<file path="src/rtl/data_memory_arbiter_pkg.sv">
`default_nettype none
// ============================================================================
// Module      : data_memory_arbiter_pkg
// Description : Shared types and default widths for the data-memory arbiter
//               slice. owner_t names the master that was granted last cycle.
// Revision    : 1.0 - initial release
// ============================================================================
package data_memory_arbiter_pkg;

    typedef enum logic [1:0] {
        OWN_IDLE = 2'd0,
        OWN_CORE = 2'd1,
        OWN_DMA  = 2'd2
    } owner_t;

    localparam int c_addr_w = 64;
    localparam int c_data_w = 64;

endpackage : data_memory_arbiter_pkg
`default_nettype wire

</file>
<file path="src/rtl/data_memory_arbiter_if.sv">
`default_nettype none
// ============================================================================
// Module      : data_memory_arbiter_if
// Description : Bus bundle between the core load/store path, the DMA master,
//               the arbiter and the data_memory instance.
//               slave  : arbiter view (takes requests, drives acks and mem_*)
//               master : environment view (drives requests, memory read data)
// Revision    : 1.0 - initial release
// ============================================================================
interface data_memory_arbiter_if
    import data_memory_arbiter_pkg::*;
#(
    parameter int ADDR_W = c_addr_w,
    parameter int DATA_W = c_data_w
);
    // core master
    logic              core_req;
    logic              core_write;
    logic [ADDR_W-1:0] core_address;
    logic [DATA_W-1:0] core_write_data;
    logic              core_ack;
    logic [DATA_W-1:0] core_read_data;
    // dma master
    logic              dma_req;
    logic              dma_write;
    logic [ADDR_W-1:0] dma_address;
    logic [DATA_W-1:0] dma_write_data;
    logic              dma_ack;
    logic [DATA_W-1:0] dma_read_data;
    // memory port
    logic              mem_read;
    logic              mem_write;
    logic [ADDR_W-1:0] mem_address;
    logic [DATA_W-1:0] mem_write_data;
    logic [DATA_W-1:0] mem_read_data;

    modport slave (
        input  core_req, core_write, core_address, core_write_data,
        output core_ack, core_read_data,
        input  dma_req, dma_write, dma_address, dma_write_data,
        output dma_ack, dma_read_data,
        output mem_read, mem_write, mem_address, mem_write_data,
        input  mem_read_data
    );

    modport master (
        output core_req, core_write, core_address, core_write_data,
        input  core_ack, core_read_data,
        output dma_req, dma_write, dma_address, dma_write_data,
        input  dma_ack, dma_read_data,
        input  mem_read, mem_write, mem_address, mem_write_data,
        output mem_read_data
    );

endinterface : data_memory_arbiter_if
`default_nettype wire

</file>
<file path="src/rtl/data_memory_arbiter_rr_burst_select.sv">
`default_nettype none
// ============================================================================
// Module      : data_memory_arbiter_rr_burst_select
// Description : Round-robin winner selection with a burst limit. Holds the
//               owner (master granted last cycle) and its consecutive-grant
//               count; produces the combinational grants for this cycle.
// Ports       : clock, reset      - clock, async active-high reset
//               core_req, dma_req - requests this cycle
//               grant_core/dma    - winner this cycle (one-hot or none)
// Revision    : 1.0 - initial release
// ============================================================================
module data_memory_arbiter_rr_burst_select
    import data_memory_arbiter_pkg::*;
#(
    parameter int MAX_BURST = 4
) (
    input  wire logic clock,
    input  wire logic reset,
    input  wire logic core_req,
    input  wire logic dma_req,
    output logic      grant_core,
    output logic      grant_dma
);

    localparam int               c_cnt_w     = $clog2(MAX_BURST + 1);
    localparam logic [c_cnt_w-1:0] c_max_burst = c_cnt_w'(MAX_BURST);
    localparam logic [c_cnt_w-1:0] c_cnt_one   = c_cnt_w'(1);
    localparam logic [1:0]       c_own_idle  = OWN_IDLE;
    localparam logic [1:0]       c_own_core  = OWN_CORE;
    localparam logic [1:0]       c_own_dma   = OWN_DMA;

    logic [1:0]         r_owner;
    logic [c_cnt_w-1:0] r_burst_cnt;
    logic               w_limit;
    logic [1:0]         w_winner;

    always_comb begin
        w_limit    = (r_burst_cnt >= c_max_burst);
        grant_core = 1'b0;
        grant_dma  = 1'b0;
        if (core_req && dma_req) begin
            // Under contention the owner keeps the port until its burst is
            // exhausted; an idle owner defaults to the core.
            case (r_owner)
                c_own_core: begin
                    grant_core = ~w_limit;
                    grant_dma  = w_limit;
                end
                c_own_dma: begin
                    grant_core = w_limit;
                    grant_dma  = ~w_limit;
                end
                default: grant_core = 1'b1;
            endcase
        end else begin
            grant_core = core_req;
            grant_dma  = dma_req;
        end
    end

    always_comb begin
        w_winner = c_own_idle;
        if (grant_core)
            w_winner = c_own_core;
        else if (grant_dma)
            w_winner = c_own_dma;
    end

    always_ff @(posedge clock or posedge reset) begin
        if (reset) begin
            r_owner     <= c_own_idle;
            r_burst_cnt <= '0;
        end else if (w_winner == c_own_idle) begin
            r_owner     <= c_own_idle;
            r_burst_cnt <= '0;
        end else if (w_winner == r_owner) begin
            if (r_burst_cnt < c_max_burst)
                r_burst_cnt <= r_burst_cnt + c_cnt_one;
        end else begin
            r_owner     <= w_winner;
            r_burst_cnt <= c_cnt_one;
        end
    end

endmodule : data_memory_arbiter_rr_burst_select
`default_nettype wire

</file>
<file path="src/rtl/data_memory_arbiter.sv">
`default_nettype none
// ============================================================================
// Module      : data_memory_arbiter
// Description : Shares the single data_memory port between the core load/store
//               path and a DMA master. Zero-latency ack to the winner; the
//               loser holds its request and retries next cycle.
// Ports       : clock  - rising-edge clock
//               reset  - async active-high reset (forces acks/strobes low)
//               bus    - data_memory_arbiter_if.slave (core, dma, mem ports)
// Revision    : 1.0 - initial release
// ============================================================================
module data_memory_arbiter
    import data_memory_arbiter_pkg::*;
#(
    parameter int ADDR_W    = c_addr_w,
    parameter int DATA_W    = c_data_w,
    parameter int MAX_BURST = 4
) (
    input  wire logic            clock,
    input  wire logic            reset,
    data_memory_arbiter_if.slave bus
);

    logic              w_grant_core;
    logic              w_grant_dma;
    logic              w_core_ack;
    logic              w_dma_ack;
    logic [ADDR_W-1:0] w_mem_address;
    logic [DATA_W-1:0] w_mem_write_data;

    data_memory_arbiter_rr_burst_select #(
        .MAX_BURST (MAX_BURST)
    ) u_select (
        .clock      (clock),
        .reset      (reset),
        .core_req   (bus.core_req),
        .dma_req    (bus.dma_req),
        .grant_core (w_grant_core),
        .grant_dma  (w_grant_dma)
    );

    // Grants are combinational from the requests, so they must be masked
    // here to keep the memory untouched while reset is held.
    assign w_core_ack = w_grant_core & ~reset;
    assign w_dma_ack  = w_grant_dma  & ~reset;

    always_comb begin
        bus.mem_read     = 1'b0;
        bus.mem_write    = 1'b0;
        w_mem_address    = '0;
        w_mem_write_data = '0;
        if (w_core_ack) begin
            bus.mem_read     = ~bus.core_write;
            bus.mem_write    = bus.core_write;
            w_mem_address    = bus.core_address;
            w_mem_write_data = bus.core_write_data;
        end else if (w_dma_ack) begin
            bus.mem_read     = ~bus.dma_write;
            bus.mem_write    = bus.dma_write;
            w_mem_address    = bus.dma_address;
            w_mem_write_data = bus.dma_write_data;
        end
    end

    assign bus.mem_address    = w_mem_address;
    assign bus.mem_write_data = w_mem_write_data;
    assign bus.core_ack       = w_core_ack;
    assign bus.dma_ack        = w_dma_ack;
    // Read data fans out to both masters; each qualifies it with its own ack.
    assign bus.core_read_data = bus.mem_read_data;
    assign bus.dma_read_data  = bus.mem_read_data;

endmodule : data_memory_arbiter
`default_nettype wire

</file>
<file path="src/flat_wrapper.sv">
// flat-port wrapper written by rule: the top's interface ports become plain ports
module data_memory_arbiter_flat import data_memory_arbiter_pkg::*;
#(
    parameter int ADDR_W    = c_addr_w,
    parameter int DATA_W    = c_data_w,
    parameter int MAX_BURST = 4
)
  (clock, reset, bus_core_req, bus_core_write, bus_core_address, bus_core_write_data, bus_core_ack, bus_core_read_data, bus_dma_req, bus_dma_write, bus_dma_address, bus_dma_write_data, bus_dma_ack, bus_dma_read_data, bus_mem_read, bus_mem_write, bus_mem_address, bus_mem_write_data, bus_mem_read_data);
  data_memory_arbiter_if #(.ADDR_W(ADDR_W), .DATA_W(DATA_W)) bus_i ();
  input  wire logic clock;
  input  wire logic reset;
  input wire logic [$bits(bus_i.core_req)-1:0] bus_core_req;
  input wire logic [$bits(bus_i.core_write)-1:0] bus_core_write;
  input wire logic [$bits(bus_i.core_address)-1:0] bus_core_address;
  input wire logic [$bits(bus_i.core_write_data)-1:0] bus_core_write_data;
  output wire logic [$bits(bus_i.core_ack)-1:0] bus_core_ack;
  output wire logic [$bits(bus_i.core_read_data)-1:0] bus_core_read_data;
  input wire logic [$bits(bus_i.dma_req)-1:0] bus_dma_req;
  input wire logic [$bits(bus_i.dma_write)-1:0] bus_dma_write;
  input wire logic [$bits(bus_i.dma_address)-1:0] bus_dma_address;
  input wire logic [$bits(bus_i.dma_write_data)-1:0] bus_dma_write_data;
  output wire logic [$bits(bus_i.dma_ack)-1:0] bus_dma_ack;
  output wire logic [$bits(bus_i.dma_read_data)-1:0] bus_dma_read_data;
  output wire logic [$bits(bus_i.mem_read)-1:0] bus_mem_read;
  output wire logic [$bits(bus_i.mem_write)-1:0] bus_mem_write;
  output wire logic [$bits(bus_i.mem_address)-1:0] bus_mem_address;
  output wire logic [$bits(bus_i.mem_write_data)-1:0] bus_mem_write_data;
  input wire logic [$bits(bus_i.mem_read_data)-1:0] bus_mem_read_data;
  assign bus_i.core_req = bus_core_req;
  assign bus_i.core_write = bus_core_write;
  assign bus_i.core_address = bus_core_address;
  assign bus_i.core_write_data = bus_core_write_data;
  assign bus_core_ack = bus_i.core_ack;
  assign bus_core_read_data = bus_i.core_read_data;
  assign bus_i.dma_req = bus_dma_req;
  assign bus_i.dma_write = bus_dma_write;
  assign bus_i.dma_address = bus_dma_address;
  assign bus_i.dma_write_data = bus_dma_write_data;
  assign bus_dma_ack = bus_i.dma_ack;
  assign bus_dma_read_data = bus_i.dma_read_data;
  assign bus_mem_read = bus_i.mem_read;
  assign bus_mem_write = bus_i.mem_write;
  assign bus_mem_address = bus_i.mem_address;
  assign bus_mem_write_data = bus_i.mem_write_data;
  assign bus_i.mem_read_data = bus_mem_read_data;
  data_memory_arbiter #(.ADDR_W(ADDR_W), .DATA_W(DATA_W), .MAX_BURST(MAX_BURST)) u_core (.clock(clock), .reset(reset), .bus(bus_i));
endmodule
</file>
<file path="config.mk">
export PLATFORM = sky130hd
export DESIGN_NAME = data_memory_arbiter_flat
export DESIGN_NICKNAME = d
export VERILOG_FILES = /design/src/rtl/data_memory_arbiter_pkg.sv /design/src/rtl/data_memory_arbiter_if.sv /design/src/rtl/data_memory_arbiter_rr_burst_select.sv /design/src/rtl/data_memory_arbiter.sv /design/src/flat_wrapper.sv
export SDC_FILE = /design/constraint.sdc
export NUM_CORES = 1
export LEC_CHECK = 0
export ABC_CLOCK_PERIOD_IN_PS = 3190
export CAP_MARGIN = 40
export CORE_AREA = 2 2 231 233
export DETAILED_ROUTE_END_ITERATION = 16
export DIE_AREA = 0 0 233 235
export PLACE_DENSITY = 0.31
export SLEW_MARGIN = 10
export SYNTH_ARGS = -nofsm -noshare
export SYNTH_HDL_FRONTEND = slang
export SYNTH_SLANG_ARGS = --single-unit
</file>
<file path="constraint.sdc">
create_clock -name clock -period 3.19 [get_ports clock]
set_clock_uncertainty 0.1 [all_clocks]
set_input_delay 0.7975 -clock clock [delete_from_list [all_inputs] [get_ports clock]]
set_output_delay 0.7975 -clock clock [all_outputs]
set_load 0.01 [all_outputs]
</file>
After elaboration in Yosys (flattened, before gate mapping). Cells that the tools add are included.

Register bits: 5. Bits of input ports: 326. Output and inout port bits: 260. Word-level logic and storage cells: 37.

Add/sub/neg operators: 1. Order comparisons: 2. Eq/ne operators: 5. Muxes and demuxes: 19. Bitwise logic cells: 6. Reduce and logical (&&, ||, !) cells: 2.

Operators with widths (count): two-way mux 64 bit (4); two-way mux 3 bit (3); two-way mux 2 bit (4); two-way mux 1 bit (6); NOT 1 bit (4); case mux 1 bit (2 select lines) (2); adder 3 x 1 -> 3 bit (second input constant) (1); >= comparator 3 bit (second input constant) (1); < comparator 3 bit (second input constant) (1); != test 3 x 2 -> 1 bit (second input constant) (1); bitwise AND 1 bit (2); == test 2 x 1 -> 1 bit (second input constant) (1); == test 2 bit (1); == test 2 bit (second input constant) (1); zero test 2 bit (1); != test 2 bit (second input constant) (1); logical AND 1 bit (1).

Logic depth before layout (Yosys ltp).
Depth after elaboration: 9. Mapped depth: 8. Gate-level depth less buffers: 6.

Modules after synthesis. A second synthesis with hierarchy kept.

Cell total of the unflattened synthesis: 344. Area, all modules: 2966.6 um^2.

By module, submodules not included: data_memory_arbiter (times used 1, cells each 307, area an instance 2562.5 um^2, seq. area each 0.0 um^2); data_memory_arbiter_rr_burst_select (times used 1, cells each 37, area an instance 404.1 um^2, seq. area each 125.1 um^2).

Worst setup path before layout. Ideal clock, no wire load.

Path type: input port to output port. From: input port bus_core_req. To: output port bus_mem_address[28]. Arrival: 1980 ps. Required time: 2293 ps. Path slack: 312 ps. Stages: 6. Path buffers: 3. Cells stage by stage: clkbuf_1 -> a21bo_2 -> nor2_2 -> buf_2 -> buf_2 -> a22o_1.

Cells in the longest elaborated chain, start to end: 5. Elaborated cells between the ends (all ways): 7. Those cells by class: mux (4); bitwise (2); reduce/logical (1).

Ends and longest elaborated chain: from (decl) (RTL line flat_wrapper.sv:12) `input wire logic [$bits(bus_i.core_req)-1:0] bus_core_req;`; logical AND 1 bit (RTL line data_memory_arbiter_rr_burst_select.sv:41) `if (core_req && dma_req) begin`; two-way mux 1 bit (RTL line data_memory_arbiter_rr_burst_select.sv:41); bitwise AND 1 bit (RTL line data_memory_arbiter.sv:45) `assign w_dma_ack = w_grant_dma & ~reset;`; two-way mux 64 bit (RTL line data_memory_arbiter.sv:57) `end else if (w_dma_ack) begin`; two-way mux 64 bit (*) (RTL line data_memory_arbiter.sv:52) `if (w_core_ack) begin`; to (decl) (RTL line flat_wrapper.sv:26) `output wire logic [$bits(bus_i.mem_address)-1:0] bus_mem_address;`.

Every way passes the cells marked *; elsewhere a longest branch is shown, timed or not.

Worst setup path in the final report.
From: register u_core.u_select.r_owner[0]. To: output port bus_mem_address[16].

Cells in the longest elaborated chain, start to end: 6. Elaborated cells between the ends (all ways): 10. Those cells by class: eq/ne (2); mux (6); bitwise (2).

Ends and longest elaborated chain: from (decl) (RTL line data_memory_arbiter_rr_burst_select.sv:32) `logic [1:0] r_owner;`; from (signal assigned) (RTL line data_memory_arbiter_rr_burst_select.sv:71) `r_owner <= c_own_idle;`; from (signal assigned) (RTL line data_memory_arbiter_rr_burst_select.sv:74) `r_owner <= c_own_idle;`; from (signal assigned) (RTL line data_memory_arbiter_rr_burst_select.sv:80) `r_owner <= w_winner;`; == test 2 bit / == test 2 x 1 -> 1 bit (equally long branches) (RTL line data_memory_arbiter_rr_burst_select.sv:44) `case (r_owner)`; case mux 1 bit (2 select lines) (RTL line data_memory_arbiter_rr_burst_select.sv:44); two-way mux 1 bit (RTL line data_memory_arbiter_rr_burst_select.sv:41); bitwise AND 1 bit (RTL line data_memory_arbiter.sv:45); two-way mux 64 bit (RTL line data_memory_arbiter.sv:57); two-way mux 64 bit (*) (RTL line data_memory_arbiter.sv:52).

Marked as above.

==> results <==
timing repair:
item / CTS / global route
pin swaps: 7 / 4
resized for setup: 312 / 110
endpoints found under the hold margin: 0 / 0
endpoints found under the setup margin: 132 / 95
buffers inserted: 11 / 3
cloned: 9 / 1
final cells by class:
type                    instances  share of cell area [%]
repair buffers                443                   62.30
multi-input cells             163                   21.73
well taps                     688                   12.50
flip-flops and latches          5                   1.835
clock buffers                   4                   1.145
inverters                       9                  0.4906
synthesized netlist by cell type, drive strengths merged (2+ instances only):
master	n	area share (%)
nand2	2	0.26
mux2i	4	1.4
ha	4	1.8
buf	155	45
nor4	2	0.44
o21ai	3	0.53
a22o	129	40
dfrtp	5	4.4
inv	9	1.2
clkbuf	3	0.40
nor2	4	0.62
nor3b	2	0.53
metal layers:
| metal | wire length (µm) | vias up | part of all wire (%) |
|---|---|---|---|
| met5 | 0 | - | 0 |
| met4 | 672 | 0 | 3.2 |
| met3 | 3155 | 43 | 15 |
| met2 | 10090 | 329 | 47 |
| met1 | 7354 | 1640 | 35 |
| li1 | - | 1714 | - |
power breakdown:
part	internal [W]	switching (W)	leakage, nW	total (W)
Sequential	0.0000721	0.00000961	0.0619	0.0000817
Combinational	0.000604	0.000350	2.73	0.000955
Clock	0.000165	0.0000374	0.0382	0.000203
Total	0.000842	0.000397	2.83	0.00124
registers in the layout, indices dropped and copies added, names as in the netlist:
name / cells
u_core.u_select.r_burst_cnt: 3
u_core.u_select.r_owner: 2
worst max-delay path: stages (launching register included):
cell	delay (ns)
dfrtp_1	0.41
buf_6	0.14
ha_4	0.16
mux2i_4	0.15
a21bo_4	0.17
nor2_4	0.05
buf_12	0.14
buf_12	0.13
buf_12	0.14
a22o_1	0.22
dlygate4sd2_1	0.28
worst min-delay path by stage:
stage                                   startpoint                        endpoint  slack [ns]  cells after the start
CTS                 u_core.u_select.r_burst_cnt[1]  u_core.u_select.r_burst_cnt[1]        0.55                      2
detailed placement  u_core.u_select.r_burst_cnt[1]  u_core.u_select.r_burst_cnt[1]        0.54                      2
global placement    u_core.u_select.r_burst_cnt[1]  u_core.u_select.r_burst_cnt[1]        0.55                      2
global route        u_core.u_select.r_burst_cnt[1]  u_core.u_select.r_burst_cnt[1]        0.56                      2
floorplan                                    reset  u_core.u_select.r_burst_cnt[0]        0.48                      1
finish              u_core.u_select.r_burst_cnt[1]  u_core.u_select.r_burst_cnt[1]        0.53                      2
through the flow:
step / cell area [µm²] / power [W] / worst slack (ns) / utilization (%)
final: 6887 / 0.001239 / 0.06806 / 13.18
after global routing: 6887 / 0.001324 / 0.001858 / 13.18
after CTS: 7244 / 0.001290 / 0.01028 / 13.87
after detailed placement: 6696 / 0.001021 / -0.7324 / 12.82
after global placement: 6696 / 0.001029 / -0.7367 / 12.82
after floorplan: 2841 / 0.0005406 / 0.3124 / -
cells by family after synthesis:
logic type      count (synthesis)
buf+inv                       167
compound gates                138
simple gates                   16
flops                           5
mux                             4
fa+ha+maj                       4
xor+xnor                        1
==> run metrics <==
Relative slew margins=76.20%; reg2reg start=u_core.u_select.r_owner[0]; Max VDD drop=0.1235 mV; GR Util met2=12.68%; worst setup path endpoint=bus_mem_address[16]; Die ar.=54,760 µm²; pwr dens=179.9 nW/µm²; Die W=233 µm; Total Wirelength=21.27 mm; R2R setup slack=1.24 ns; Max-Cap Viols=0; H-tree Lvls=1; # rows=84; RSZ-0062 raised after global routing=no; warning count from the yosys run=0; first-pass GRT wire length=27.19 mm; GRT Max-Usage Layer=met2; grt ovf=0; Avg Synthesized Cell Area=8.482 µm²; core box area=52,240 µm²; Worst R2R Path Depth=7; simple-gate share of the synthesized area=3.303%; Peak Freq=0.3203 GHz; clk sink count=5; Critical Path Source=u_core.u_select.r_owner[0]; crit path DAT=2.22 ns; via count=3,726; Reg area=126.4 µm²; Slew Limit Fails=0; asr flop ratio synth=100.0%; Root Buffer Master=clkbuf_16; Compound-Gate Fraction of Synth Area=42.23%; post-route ant nets=0; hold_buf cts=0; clk slew on worst S/H paths=0.03 ns; final setup fails=0; HPWL after detailed placement=15.94 mm; syn_nets=665; crit start category=flip-flop; Post-Synth Adder-Cell Area=1.761%; leakage=2.829 nW; worst endpoint required time=2.29 ns; Hold WC Path Type=reg2reg; Ports=586; Max FO, Critical Path=13; Synth Cell Area=2841 µm²; Final Instance Count excl. Fillers=1,312; post-synthesis mux area share=1.409%; # diodes=0; worst slew pin tran=0.3543 ns; setup_tns=0 ns; gr usage total=6.968%; fin crit period=3.122 ns; Unique masters post-synth=30; initial antenna violation count=0; critical path capture point type=output pin; Initial Util=5.440%; area of the multi-input gates=1496 µm²; hold slack=0.5340 ns; met3 Resource Use GR=3.544%; register area share after synthesis=4.403%; period utilisation layout=97.87%; Cells after Synth=335; PortBufs=393; vias in the first global route=3,933; main combinational cell family by area after synthesis=buffers and inverters; Final #Nets=955; most common cell after layout, fill and taps aside=clkdlybuf4s50_1; Clock Tree Buf Depth=2; Worst-Skew Late Latency=0.22 ns; CTS tree=done; Final Hold Fails=0; Post-synth EDFFs=0; Remaining DRCs=0; initial drt markers=84; largest net degree at the start of global routing=26; Layout area overhead=142.4%; die height=235 µm; FF-to-FF End=u_core.u_select.r_burst_cnt[0]; fill count=6,006; Post-Synth XOR/XNOR Area=0.3082%; GP Congestion=0.6990; first-pass iteration count of the detailed router=4; Synth Flop Type=dfrtp_1; share of layout cells above drive strength 1=27.72%; Via-to-Cell Ratio=2.840; CTS Buf Count=3; Avg WL per Cell=16.21 µm; Yosys reg bits=5; CP Class=reg2out; Cells after DPL=1,286; status=finished clean; commonest non-fill, non-tap cells in the layout=clkdlybuf4s50_1, a22o_1, buf_2; M1 GR Usage=6.798%
No activity file was read; power rests on OpenSTA's default activity.
==> patch 1 (config.mk and constraints unchanged) <==
Reset style: synchronous (`reset`), changed in one clocked block. Comments in the files are not updated.
--- a/src/rtl/data_memory_arbiter_rr_burst_select.sv
+++ b/src/rtl/data_memory_arbiter_rr_burst_select.sv
@@ -66,7 +66,7 @@
             w_winner = c_own_dma;
     end
 
-    always_ff @(posedge clock or posedge reset) begin
+    always_ff @(posedge clock) begin
         if (reset) begin
             r_owner     <= c_own_idle;
             r_burst_cnt <= '0;
Formal check against the unedited RTL: same outputs for any inputs over 4 cycles, from zero or initial values and one cycle with reset high; that may be too few to reach the edited logic, so the function may still have changed.
==> patch 1 against the original RTL <==
  * Highest routed layer is now met5
  * Via count is 47% higher
  * Cell area is 19% higher
  * Synthesized area rose by 18%
  * Total power increased by 13%
  * Register-to-register slack got worse by 0.65 ns
  * Combinational power up 18%
  * Largest power group unchanged
  * Setup slack worse by 0.028 ns
  * Sequential power shrank 15%
  * Critical path depth decreased by 1
  * Wire length rose by 24%
  * Synthesized cell count up 85%
  * Sequential cell count is the same
  * Largest cell class unchanged
==> patch 1: results <==
{
  "num_vias": 5478,
  "grtUsageTotal": 0.08542,
  "dr_wl_met3_um": 2658,
  "wl_met1_um": 10590,
  "drive_gt1_frac": 0.3326,
  "drt_iter0_drc": 149,
  "place_congestion": 0.7260,
  "yosysSeqAreaShare": 0.02982,
  "crit_path_start": "bus_dma_req",
  "antenna_found_initial": 4,
  "synthDistinctLibCells": 26,
  "synth_ff_type": "dfxtp_1",
  "synthTopCellsByCount": "134 x nand2_1, 130 x a21oi_1, 129 x buf_4, 129 x nand3_1, 49 x clkbuf_1",
  "cellLeakagePower_nw": 3.264,
  "dr_wl_met2_um": 12600,
  "synth_area_leaders": "buf_4 29%, a21oi_1 19%, nand3_1 19%",
  "outcome": "complete, no violations",
  "r2r-start": "u_core.u_select.r_owner[0]",
  "cp_max_fo": 11,
  "routed.top_layer": "met5",
  "vdd_drop_max_v": 0.0001123,
  "synthXorXnorAreaFrac": 0.002609,
  "hpwl_um": 19070,
  "final.fill_count": 6107,
  "grt_pass1_vias": 5681,
  "synth_fp_nets": 950,
  "pre_cts_ws_ns": -0.7631,
  "synthMuxAreaShare": 0.01342,
  "hp-start": "u_core.u_select.r_burst_cnt[2]"
}
patch 1: worst max-delay path: stages:
cell             delay, ns
buf_2                 0.14
nand2b_4              0.08
buf_4                 0.10
o21a_4                0.15
buf_12                0.13
bufbuf_16             0.28
nand2_1               0.06
a21oi_1               0.22
clkdlybuf4s15_2       0.28
patch 1: path summary, 6_finish.rpt:
path | end | slack [ns] | depth (start not counted)
setup / recovery | bus_mem_write_data[54] | 0.04 | 9
hold / removal | u_core.u_select.r_burst_cnt[2] | 0.47 | 2
setup reg to reg | u_core.u_select.r_burst_cnt[1] | 0.59 | 10
hold reg to reg | u_core.u_select.r_burst_cnt[2] | 0.47 | 2
patch 1: where the power goes:
group	switching (mW)	leakage (nW)	internal, mW
logic	0.470	3.18	0.661
registers	0.00426	0.0424	0.0653
clock network	0.0390	0.0382	0.165
patch 1: metal layers:
metal / track usage / vias to the layer above
li1: - / 2647
met2: 0.1541 / 343
met1: 0.09788 / 2432
met4: 0.01969 / 4
met3: 0.02524 / 52
met5: 0 / -
patch 1: cell families after synthesis:
kind of cell	after synthesis
and+or+nand+nor	276
buffers and inverters	192
muxes	4
AOI/OAI and AO/OA	138
DFF	5
xor gates and xnor gates	1
adders and majority gates	4
patch 1: area by class of cell:
type / count / area (um2) / area share
clock buffers: 4 / 78.83 / 0.009614
flip-flops and latches: 5 / 107.6 / 0.01312
multi-input cells: 423 / 2271 / 0.2770
well taps: 688 / 860.8 / 0.1050
diodes: 1 / 2.502 / 0.0003052
inverters: 4 / 20.02 / 0.002442
repair buffers: 526 / 4858 / 0.5926
patch 1: timing repair:
| item | in CTS | in global routing |
|---|---|---|
| cloned | 6 | 3 |
| hold endpoints to repair | 0 | 0 |
| buffers inserted | 28 | 4 |
| gates resized for setup | 408 | 148 |
| endpoints found under the setup margin | 132 | 124 |
| pin swaps | 7 | 8 |
patch 1: through the flow:
stage | cell area, um2 | power, mW | util | instances | hold WS (ns)
after floorplan | 3357 | 0.5370 | - | 620 | 0.4313
after global placement | 7889 | 1.134 | 0.1510 | 1611 | 0.4614
after detailed placement | 7889 | 1.123 | 0.1510 | 1611 | 0.4687
after CTS | 8274 | 1.414 | 0.1584 | 1648 | 0.4733
after global routing | 8197 | 1.514 | 0.1569 | 1650 | 0.5149
final | 8199 | 1.405 | 0.1570 | 1651 | 0.4710
==> patch 2 (config.mk and constraints unchanged) <==
Made on the original files. Set the package constant `c_data_w` to 56 (it was 64).
--- a/src/rtl/data_memory_arbiter_pkg.sv
+++ b/src/rtl/data_memory_arbiter_pkg.sv
@@ -14,7 +14,7 @@
     } owner_t;
 
     localparam int c_addr_w = 64;
-    localparam int c_data_w = 64;
+    localparam int c_data_w = 56;
 
 endpackage : data_memory_arbiter_pkg
 `default_nettype wire
Ports: changed (6 resized); port bits go from 586 to 538. The function was not compared with the original's and may differ.
==> patch 2 against the original RTL <==
  * Via count decreased by 1.3%
  * Sequential cell count unchanged
  * Combinational power decreased by 3.6%
  * Cell area decreased by 1.9%
  * Setup slack got worse by 0.031 ns
  * Critical path depth decreased by 1
  * Synthesized area decreased by 11%
  * Total power decreased by 2.5%
  * Wire length decreased by 9.3%
  * Critical endpoint is now bus_mem_address[4]
  * Largest cell class unchanged
  * Largest power group unchanged
==> patch 2: results <==
{
  "outcome": "complete, no violations",
  "numPlacedInstances": 1266,
  "synth_area_per_cell_um2": 8.161,
  "cts_resized": 390,
  "crit_end": "bus_mem_address[4]",
  "worst_hold_slack_ns": 0.5174,
  "crit_slowest_cell": "a22o_4",
  "synth_area_leaders": "a22o_1 42%, buf_4 34%, dfrtp_1 4.9%",
  "cpPeakStageDelay_ns": 0.25,
  "avgViaCountPerCell": 2.816,
  "cellLeakagePower_nw": 2.779,
  "synthDistinctLibCells": 29,
  "tightestPinTransition_ns": 0.3814,
  "cp_max_fo": 8,
  "hpwl_um": 14560,
  "grt_pass1_vias": 4039,
  "num_vias": 3678,
  "critical_path_arrival_ns": 2.25,
  "port_buffers": 369,
  "p_sw_mw": 0.3832,
  "grtUsageTotal": 0.06283,
  "grt_pass1_wl_um": 25270,
  "postCtsSetupBuffers": 28,
  "pre_cts_ws_ns": -0.7294,
  "grt_max_degree": 16,
  "pg_seq_mw": 0.0811,
  "swShare": 0.3172,
  "fin_nets": 925,
  "vdd_drop_max_v": 0.0001172,
  "synth_fp_nets": 616,
  "timing.final.ws_setup_ns": 0.03754
}
-- patch 2: cell type report --
type	instances	area, um2
sequential	5	126.4
multi-input combinational	155	1400
clock buffer	4	78.83
timing repair buffer	445	4259
tap	688	860.8
fill	6043	45480
inverter	9	33.78
-- patch 2: cells by family after synthesis --
kind of cell	count (synthesis)	share of synthesized area
AO/OA/AOI/OAI	130	0.4466
AND/OR/NAND/NOR	16	0.03611
XOR/XNOR	1	0.003463
flip-flops	5	0.04946
adder cells (fa/ha/maj)	4	0.01978
buffers and inverters	150	0.4288
multiplexers	4	0.01583
-- patch 2: routing by layer --
layer,share of wire,global-route usage,vias to the layer above,routed length [um]
met3,0.12,0.01942,56,2321
met1,0.32,0.05472,1583,6179
met2,0.50,0.1238,359,9636
met4,0.059,0.03629,0,1143
li1,-,-,1680,-
met5,0,0,-,0
-- patch 2: tightest hold or removal path: cells and delay by family --
kind                   cells  cell delay (ns)
buffers and inverters      3             0.40
